### config.mk
export PLATFORM = sky130hd
export DESIGN_NAME = branch_resolve_flat
export DESIGN_NICKNAME = d
export VERILOG_FILES = /design/src/rtl/branch_resolve_if.sv /design/src/rtl/branch_resolve.sv /design/src/flat_wrapper.sv
export SDC_FILE = /design/constraint.sdc
export NUM_CORES = 1
export LEC_CHECK = 0
export ABC_AREA = 0
export CORE_ASPECT_RATIO = 0.5
export CORE_MARGIN = 3
export CORE_UTILIZATION = 45
export CTS_CLUSTER_SIZE = 8
export DETAILED_ROUTE_END_ITERATION = 10
export GPL_TIMING_DRIVEN = 0
export PLACE_DENSITY = 0.83
export SLEW_MARGIN = 20
export SYNTH_ARGS = -nofsm -noshare
export SYNTH_HDL_FRONTEND = slang
export SYNTH_SLANG_ARGS = --single-unit
### constraint.sdc
create_clock -name clk -period 3.4 [get_ports clk]
set_input_delay 0.68 -clock clk [delete_from_list [all_inputs] [get_ports clk]]
set_output_delay 0.68 -clock clk [all_outputs]
set_load 0.02 [all_outputs]
### src/rtl/branch_resolve_if.sv
// EX-stage control-flow bundle between the pipeline and branch_resolve.
// master drives EX/ID fields, slave returns redirect pulses, target and stall.
interface branch_resolve_if #(
    parameter int XLEN = 32
);
    logic            ex_valid;
    logic            ex_branch;
    logic            ex_jump;
    logic            ex_jr;
    logic [5:0]      ex_opcode;
    logic [XLEN-1:0] ex_rs1_val;
    logic [XLEN-1:0] ex_rs2_val;
    logic [XLEN-1:0] ex_pc_plus4;
    logic [XLEN-1:0] ex_imm;
    logic [25:0]     ex_joff;
    logic            ex_memread;
    logic [4:0]      ex_rd;
    logic [4:0]      id_rs1;
    logic [4:0]      id_rs2;
    logic            branchCheck;
    logic            JumpCheck;
    logic            JRCheck;
    logic [XLEN-1:0] redirect_pc;
    logic            stall;

    modport master (
        output ex_valid, ex_branch, ex_jump, ex_jr, ex_opcode,
        output ex_rs1_val, ex_rs2_val, ex_pc_plus4, ex_imm, ex_joff,
        output ex_memread, ex_rd, id_rs1, id_rs2,
        input  branchCheck, JumpCheck, JRCheck, redirect_pc, stall
    );

    modport slave (
        input  ex_valid, ex_branch, ex_jump, ex_jr, ex_opcode,
        input  ex_rs1_val, ex_rs2_val, ex_pc_plus4, ex_imm, ex_joff,
        input  ex_memread, ex_rd, id_rs1, id_rs2,
        output branchCheck, JumpCheck, JRCheck, redirect_pc, stall
    );
endinterface

### src/rtl/branch_resolve.sv
// EX-stage branch/jump resolver with one-cycle flush shadow and load-use stall.
// Optional BR_PERF_EN adds saturating redirect and stall counters.
module branch_resolve #(
    parameter int XLEN = 32
) (
    input logic clk,
    input logic rst,
    branch_resolve_if.slave bus
`ifdef BR_PERF_EN
    ,
    output logic [31:0] perf_redirects,
    output logic [31:0] perf_stalls
`endif
);
    typedef enum logic {IDLE, SHADOW} state_t;

    state_t          state_q, state_d;
    logic            sel_jr, sel_j, sel_b, take, cond;
    logic [XLEN-1:0] tgt;
    logic [XLEN-1:0] joff_sext;
    logic            br_q, j_q, jr_q;
    logic [XLEN-1:0] pc_q;
    logic            stall_c;

    assign joff_sext = {{(XLEN-26){bus.ex_joff[25]}}, bus.ex_joff};

    always_comb begin
        cond = 1'b0;
        if (bus.ex_opcode == 6'h04)
            cond = (bus.ex_rs1_val == bus.ex_rs2_val);
        else if (bus.ex_opcode == 6'h05)
            cond = (bus.ex_rs1_val != '0);
    end

    always_comb begin
        state_d = state_q;
        sel_jr  = 1'b0;
        sel_j   = 1'b0;
        sel_b   = 1'b0;
        tgt     = '0;
        case (state_q)
            IDLE: begin
                if (bus.ex_valid) begin
                    if (bus.ex_jr) begin
                        sel_jr = 1'b1;
                        tgt    = bus.ex_rs1_val;
                    end else if (bus.ex_jump) begin
                        sel_j = 1'b1;
                        tgt   = bus.ex_pc_plus4 + joff_sext;
                    end else if (bus.ex_branch && cond) begin
                        sel_b = 1'b1;
                        tgt   = bus.ex_pc_plus4 + bus.ex_imm;
                    end
                end
                if (sel_jr || sel_j || sel_b)
                    state_d = SHADOW;
            end
            // EX holds a wrong-path instruction here; ignore it
            SHADOW:  state_d = IDLE;
            default: state_d = IDLE;
        endcase
    end

    assign take = sel_jr | sel_j | sel_b;

    always_ff @(posedge clk) begin
        if (rst) begin
            state_q <= IDLE;
            br_q    <= 1'b0;
            j_q     <= 1'b0;
            jr_q    <= 1'b0;
            pc_q    <= '0;
        end else begin
            state_q <= state_d;
            br_q    <= sel_b;
            j_q     <= sel_j;
            jr_q    <= sel_jr;
            pc_q    <= take ? tgt : '0;
        end
    end

    assign stall_c = bus.ex_valid & bus.ex_memread
                   & (bus.ex_rd != 5'd0)
                   & ((bus.ex_rd == bus.id_rs1) | (bus.ex_rd == bus.id_rs2))
                   & (state_q == IDLE);

    assign bus.branchCheck = br_q;
    assign bus.JumpCheck   = j_q;
    assign bus.JRCheck     = jr_q;
    assign bus.redirect_pc = pc_q;
    assign bus.stall       = stall_c;

`ifdef BR_PERF_EN
    always_ff @(posedge clk) begin
        if (rst) begin
            perf_redirects <= '0;
            perf_stalls    <= '0;
        end else begin
            if (take && perf_redirects != 32'hFFFFFFFF)
                perf_redirects <= perf_redirects + 32'd1;
            if (stall_c && perf_stalls != 32'hFFFFFFFF)
                perf_stalls <= perf_stalls + 32'd1;
        end
    end
`endif
endmodule

### src/flat_wrapper.sv
// flat-port wrapper written by rule: the top's interface ports become plain ports
module branch_resolve_flat 
#(
    parameter int XLEN = 32
)
  (clk, rst, bus_ex_valid, bus_ex_branch, bus_ex_jump, bus_ex_jr, bus_ex_opcode, bus_ex_rs1_val, bus_ex_rs2_val, bus_ex_pc_plus4, bus_ex_imm, bus_ex_joff, bus_ex_memread, bus_ex_rd, bus_id_rs1, bus_id_rs2, bus_branchCheck, bus_JumpCheck, bus_JRCheck, bus_redirect_pc, bus_stall);
  branch_resolve_if #(.XLEN(XLEN)) bus_i ();
  input logic clk;
  input logic rst;
  input wire logic [$bits(bus_i.ex_valid)-1:0] bus_ex_valid;
  input wire logic [$bits(bus_i.ex_branch)-1:0] bus_ex_branch;
  input wire logic [$bits(bus_i.ex_jump)-1:0] bus_ex_jump;
  input wire logic [$bits(bus_i.ex_jr)-1:0] bus_ex_jr;
  input wire logic [$bits(bus_i.ex_opcode)-1:0] bus_ex_opcode;
  input wire logic [$bits(bus_i.ex_rs1_val)-1:0] bus_ex_rs1_val;
  input wire logic [$bits(bus_i.ex_rs2_val)-1:0] bus_ex_rs2_val;
  input wire logic [$bits(bus_i.ex_pc_plus4)-1:0] bus_ex_pc_plus4;
  input wire logic [$bits(bus_i.ex_imm)-1:0] bus_ex_imm;
  input wire logic [$bits(bus_i.ex_joff)-1:0] bus_ex_joff;
  input wire logic [$bits(bus_i.ex_memread)-1:0] bus_ex_memread;
  input wire logic [$bits(bus_i.ex_rd)-1:0] bus_ex_rd;
  input wire logic [$bits(bus_i.id_rs1)-1:0] bus_id_rs1;
  input wire logic [$bits(bus_i.id_rs2)-1:0] bus_id_rs2;
  output wire logic [$bits(bus_i.branchCheck)-1:0] bus_branchCheck;
  output wire logic [$bits(bus_i.JumpCheck)-1:0] bus_JumpCheck;
  output wire logic [$bits(bus_i.JRCheck)-1:0] bus_JRCheck;
  output wire logic [$bits(bus_i.redirect_pc)-1:0] bus_redirect_pc;
  output wire logic [$bits(bus_i.stall)-1:0] bus_stall;
  assign bus_i.ex_valid = bus_ex_valid;
  assign bus_i.ex_branch = bus_ex_branch;
  assign bus_i.ex_jump = bus_ex_jump;
  assign bus_i.ex_jr = bus_ex_jr;
  assign bus_i.ex_opcode = bus_ex_opcode;
  assign bus_i.ex_rs1_val = bus_ex_rs1_val;
  assign bus_i.ex_rs2_val = bus_ex_rs2_val;
  assign bus_i.ex_pc_plus4 = bus_ex_pc_plus4;
  assign bus_i.ex_imm = bus_ex_imm;
  assign bus_i.ex_joff = bus_ex_joff;
  assign bus_i.ex_memread = bus_ex_memread;
  assign bus_i.ex_rd = bus_ex_rd;
  assign bus_i.id_rs1 = bus_id_rs1;
  assign bus_i.id_rs2 = bus_id_rs2;
  assign bus_branchCheck = bus_i.branchCheck;
  assign bus_JumpCheck = bus_i.JumpCheck;
  assign bus_JRCheck = bus_i.JRCheck;
  assign bus_redirect_pc = bus_i.redirect_pc;
  assign bus_stall = bus_i.stall;
  branch_resolve #(.XLEN(XLEN)) u_core (.clk(clk), .rst(rst), .bus(bus_i));
endmodule
# After elaboration in Yosys (flattened, before gate mapping)
# Cells that the tools add are included.
# word_totals
regBits,36
inputBits,182
output_inout_bits,36
wordCells,50
# classes
add_sub_neg,2
n_eq_ne,5
muxes,22
bitwise_logic,10
n_reduce_logical,6
# ops
op,count
two-way mux 32 bit,3
adder 32 bit,2
== test 32 bit,1
nonzero test 32 bit,1
two-way mux 1 bit,18
== test 6 x 3 -> 1 bit (second input constant),2
== test 5 bit,2
nonzero test 5 bit,1
bitwise AND 1 bit,4
OR reduction 4 bit,1
inverter 1 bit,3
bitwise OR 1 bit,3
logical OR 1 bit,2
one-hot mux 1 bit (2 select lines),1
logical AND 1 bit,1

# Depth between registers and ports, before layout
# logic_depth
depth_word,13
depth_mapped,12
mapped_depth_nobuf,12

# Worst setup path after synthesis
# Ideal clock, no wire load.
# synth_path
path_type,input port to flip-flop
start,input port bus_ex_joff[0]
end,register u_core.pc_q[26] (netlist: u_core.bus.redirect_pc[26])
setup_ns,0.132
t_arrival_ns,2.724
required_ns,3.268
path_slack_ns,0.544
path_stages,12
path_buffers,0
path_cell_list,ha_1 -> inv_1 -> fa_1 -> nand2b_1 -> a21oi_1 -> o211ai_1 -> a31oi_1 -> o21ai_1 -> o21ai_0 -> xor2_1 -> a221oi_2 -> nor3_1
# synth_via
elab_chain_cells,3
# synth_rtl
item,line,text
start: declaration,flat_wrapper.sv:19,input wire logic [$bits(bus_i.ex_joff)-1:0] bus_ex_joff;
adder 32 bit,branch_resolve.sv:49,tgt = bus.ex_pc_plus4 + joff_sext;
two-way mux 32 bit,branch_resolve.sv:47,end else if (bus.ex_jump) begin
two-way mux 32 bit,branch_resolve.sv:44,if (bus.ex_jr) begin
end signal: assignment,branch_resolve.sv:78,pc_q <= take ? tgt : '0;
end: declaration,branch_resolve.sv:22,logic [XLEN-1:0] pc_q;
# No other way between the ends.
# A chain may end at the register's enable or synchronous reset.

# Worst setup path in the final report
# layout_path
start,input port bus_ex_pc_plus4[4]
end,register u_core.pc_q[30] (netlist: u_core.bus.redirect_pc[30])
# layout_via
elab_chain_cells,4
elab_cells_between_ends,5
cone_classes,add/sub: 2; mux: 3
# layout_rtl
item,line,text
start: declaration,flat_wrapper.sv:17,input wire logic [$bits(bus_i.ex_pc_plus4)-1:0] bus_ex_pc_plus4;
adder 32 bit,branch_resolve.sv:52,tgt = bus.ex_pc_plus4 + bus.ex_imm;
two-way mux 32 bit,branch_resolve.sv:50,end else if (bus.ex_branch && cond) begin
two-way mux 32 bit *,branch_resolve.sv:47,
two-way mux 32 bit *,branch_resolve.sv:44,
# Mark *: on every way between the ends. The rest lies on a longest branch, timed or not.

==> impl_metrics.toml <==
[timing]
max_freq_ghz = 0.2976
whs_ns = 0.7616
drv_slew = 0
min_period_ns = 3.360
hold_viol = 0
worstMarginPinSlew_ns = 1.016
rsz0062_at_grt = "true"
fin_crit_sh_pct = 98.82
maxSlewHeadroom_pct = 32.11
clock_skew_ns = 0.004039
setup_violations = 0

[pwr]
p_leak_nw = 3.225
power.density_nw_per_um2 = 270.5
ir_drop_mv = 0.2690

[routing]
via_per_inst = 5.999
dr.pass1.iters = 5
drtAntennaViolNets = 0
drt_iter0_drc = 656
wl_per_cell_um = 19.20
vias = 6593
routed_wl_um = 21100
drc = 0

[synth]
synthDistinctLibCells = 70
ys_async_sr_fraction_pct = 0
syn_area_um2 = 5371
synth_edf_count = 0
yosysWarnings = 0
seq_area_frac_synth_pct = 13.42
synth.net_count = 956
synth_seq_cells = 36
syn_avg_cell_area_um2 = 7.565
netlist_instances = 710
ys.flop_type = "dfxtp_1"

[worst_hold_path]
hp-class = "reg -> reg"

[outcome]
status = "completed"

[clock_network]
worstSkewPairLatency_ns = 0.28
cts_tree = "done"
cts_hold_buf = 0
clock_sinks = 36
cts_max_path_buffers = 2
h-tree-depth = 2
cts.clk_slew.worst_paths_ns = 0.06
root_buffer = "clkbuf_16"
cts_buffers = 5

[layout]
layout_common_cells = "213 x clkdlybuf4s50_1, 61 x xnor2_1, 56 x a21oi_1, 56 x ha_1, 50 x nor2_1"
final_common_cell = "clkdlybuf4s50_1"
fin_area_um2 = 8175
finalNetCount = 1185
syn2layout_area_growth_pct = 52.20
drive_above_1_share_pct = 7.872
antenna_cells = 0

[place]
place_area_um2 = 7722
dp_hpwl_um = 17470
place.gp.congestion = 0.9107
portBuffers = 215

[floorplanning]
start_util_pct = 47.46
dieArea_um2 = 13360
coreArea_um2 = 11320
fp-row-count = 27
die_y_um = 83.26
die_w_um = 160.5
ios = 218

[critical_path]
crit_arrival_ns = 3.52
endpoint_kind = "register"
start_kind = "primary input"
worstSetupPathType = "in -> reg"
required_ns = 3.56
cp_max_fo = 5

[grt]
grt_pass1_wl_um = 32080
grt_overflow = 0
antenna_found_initial = 0
grt_pass1_vias = 6220
grt_usage_pct = 29.15
grt_start_max_net_pins = 13

[flow_run]
maxCapViolCount = 0
==> cells in the mapped netlist, drive strengths merged (18+ instances only) <==
| library cell | instances | area [µm²] |
|---|---|---|
| a21o | 27 | 202.7 |
| a21oi | 63 | 322.8 |
| a221oi | 18 | 163.9 |
| clkbuf | 21 | 78.83 |
| dfxtp | 36 | 720.7 |
| ha | 62 | 775.7 |
| inv | 25 | 93.84 |
| nand2 | 48 | 180.2 |
| nand4 | 21 | 131.4 |
| nor2 | 52 | 195.2 |
| nor3 | 24 | 125.1 |
| o21ai | 46 | 230.2 |
| xnor2 | 62 | 543.0 |
| xor2 | 34 | 297.8 |
==> layer usage <==
metal  vias to the layer above  GRT usage, %  share of wire [%]
met3                        36         3.787                7.2
met1                      3128         41.41                 44
li1                       3140             -                  -
met2                       289         47.60                 46
met5                         -             0                  0
met4                         0         5.118                1.9
==> repair_timing <==
action | 4_1_cts | 5_1_grt
gates resized for setup | 8 | 41
pin swaps | 4 | 20
setup endpoints to repair | 13 | 20
buffers inserted | 2 | 5
==> per-stage QoR <==
step | std cells | total power, mW | util [%] | setup TNS (ns) | setup WS (ns)
after floorplan | 710 | 1.135 | - | 0 | 0.5444
after global placement | 1084 | 1.583 | 68.24 | -6.605 | -0.5875
after detailed placement | 1084 | 1.597 | 68.24 | -6.611 | -0.5917
after CTS | 1094 | 2.133 | 70.28 | 0 | 0.01048
after global routing | 1099 | 2.323 | 72.24 | -0.1176 | -0.06571
final | 1099 | 2.212 | 72.24 | 0 | 0.04012
==> path summary, 6_finish.rpt <==
kind	start	to	slack, ns	cells after the start
setup / recovery	bus_ex_pc_plus4[4]	u_core.bus.redirect_pc[30]$_SDFF_PP0_	0.04	12
hold / removal	u_core.state_q$_SDFF_PP0_	u_core.state_q$_SDFF_PP0_	0.76	3
setup reg to reg	u_core.state_q$_SDFF_PP0_	u_core.bus.redirect_pc[31]$_SDFF_PP0_	1.10	7
hold reg to reg	u_core.state_q$_SDFF_PP0_	u_core.state_q$_SDFF_PP0_	0.76	3
==> state kept, by name, indices dropped and copies added, names as in the netlist <==
name / flops
u_core.bus.redirect_pc: 32
u_core.bus.JRCheck: 1
u_core.bus.JumpCheck: 1
u_core.bus.branchCheck: 1
u_core.state_q: 1
==> critical path, cell delays in order <==
cell and delay [ns]:
clkdlybuf4s50_1 0.54, ha_4 0.25, and3_4 0.20, a211oi_4 0.27
a21oi_2 0.09, buf_6 0.14, o2111ai_4 0.21, a21oi_4 0.09
o41a_1 0.48, a211o_1 0.33, xnor2_2 0.14, o21ai_1 0.08
==> logic make-up after synthesis <==
family / Yosys count / synth area share [%]
muxes: 3 / 0.5823
adders and majority gates: 64 / 15.19
buffers and inverters: 51 / 3.727
AOI/OAI and AO/OA: 242 / 31.00
and+or+nand+nor: 218 / 20.43
xor gates and xnor gates: 96 / 15.65
DFF: 36 / 13.42
==> power by group <==
| part | leakage (nW) | internal [mW] | switching [mW] |
|---|---|---|---|
| logic | 2.85 | 0.589 | 0.651 |
| registers | 0.294 | 0.441 | 0.00696 |
| clock network | 0.0798 | 0.344 | 0.180 |
| total | 3.23 | 1.37 | 0.838 |
==> cell type report <==
type                       count  area (µm²)
timing repair buffer         222        2213
sequential                    36       720.7
multi-input combinational    623        4673
clock buffer                   5       125.1
clock inverter                 3       42.54
tap                          159       198.9
inverter                      25       93.84
buffer                        26       107.6
fill                         908        3142
Note: power is estimated with default switching activity, not from simulation.
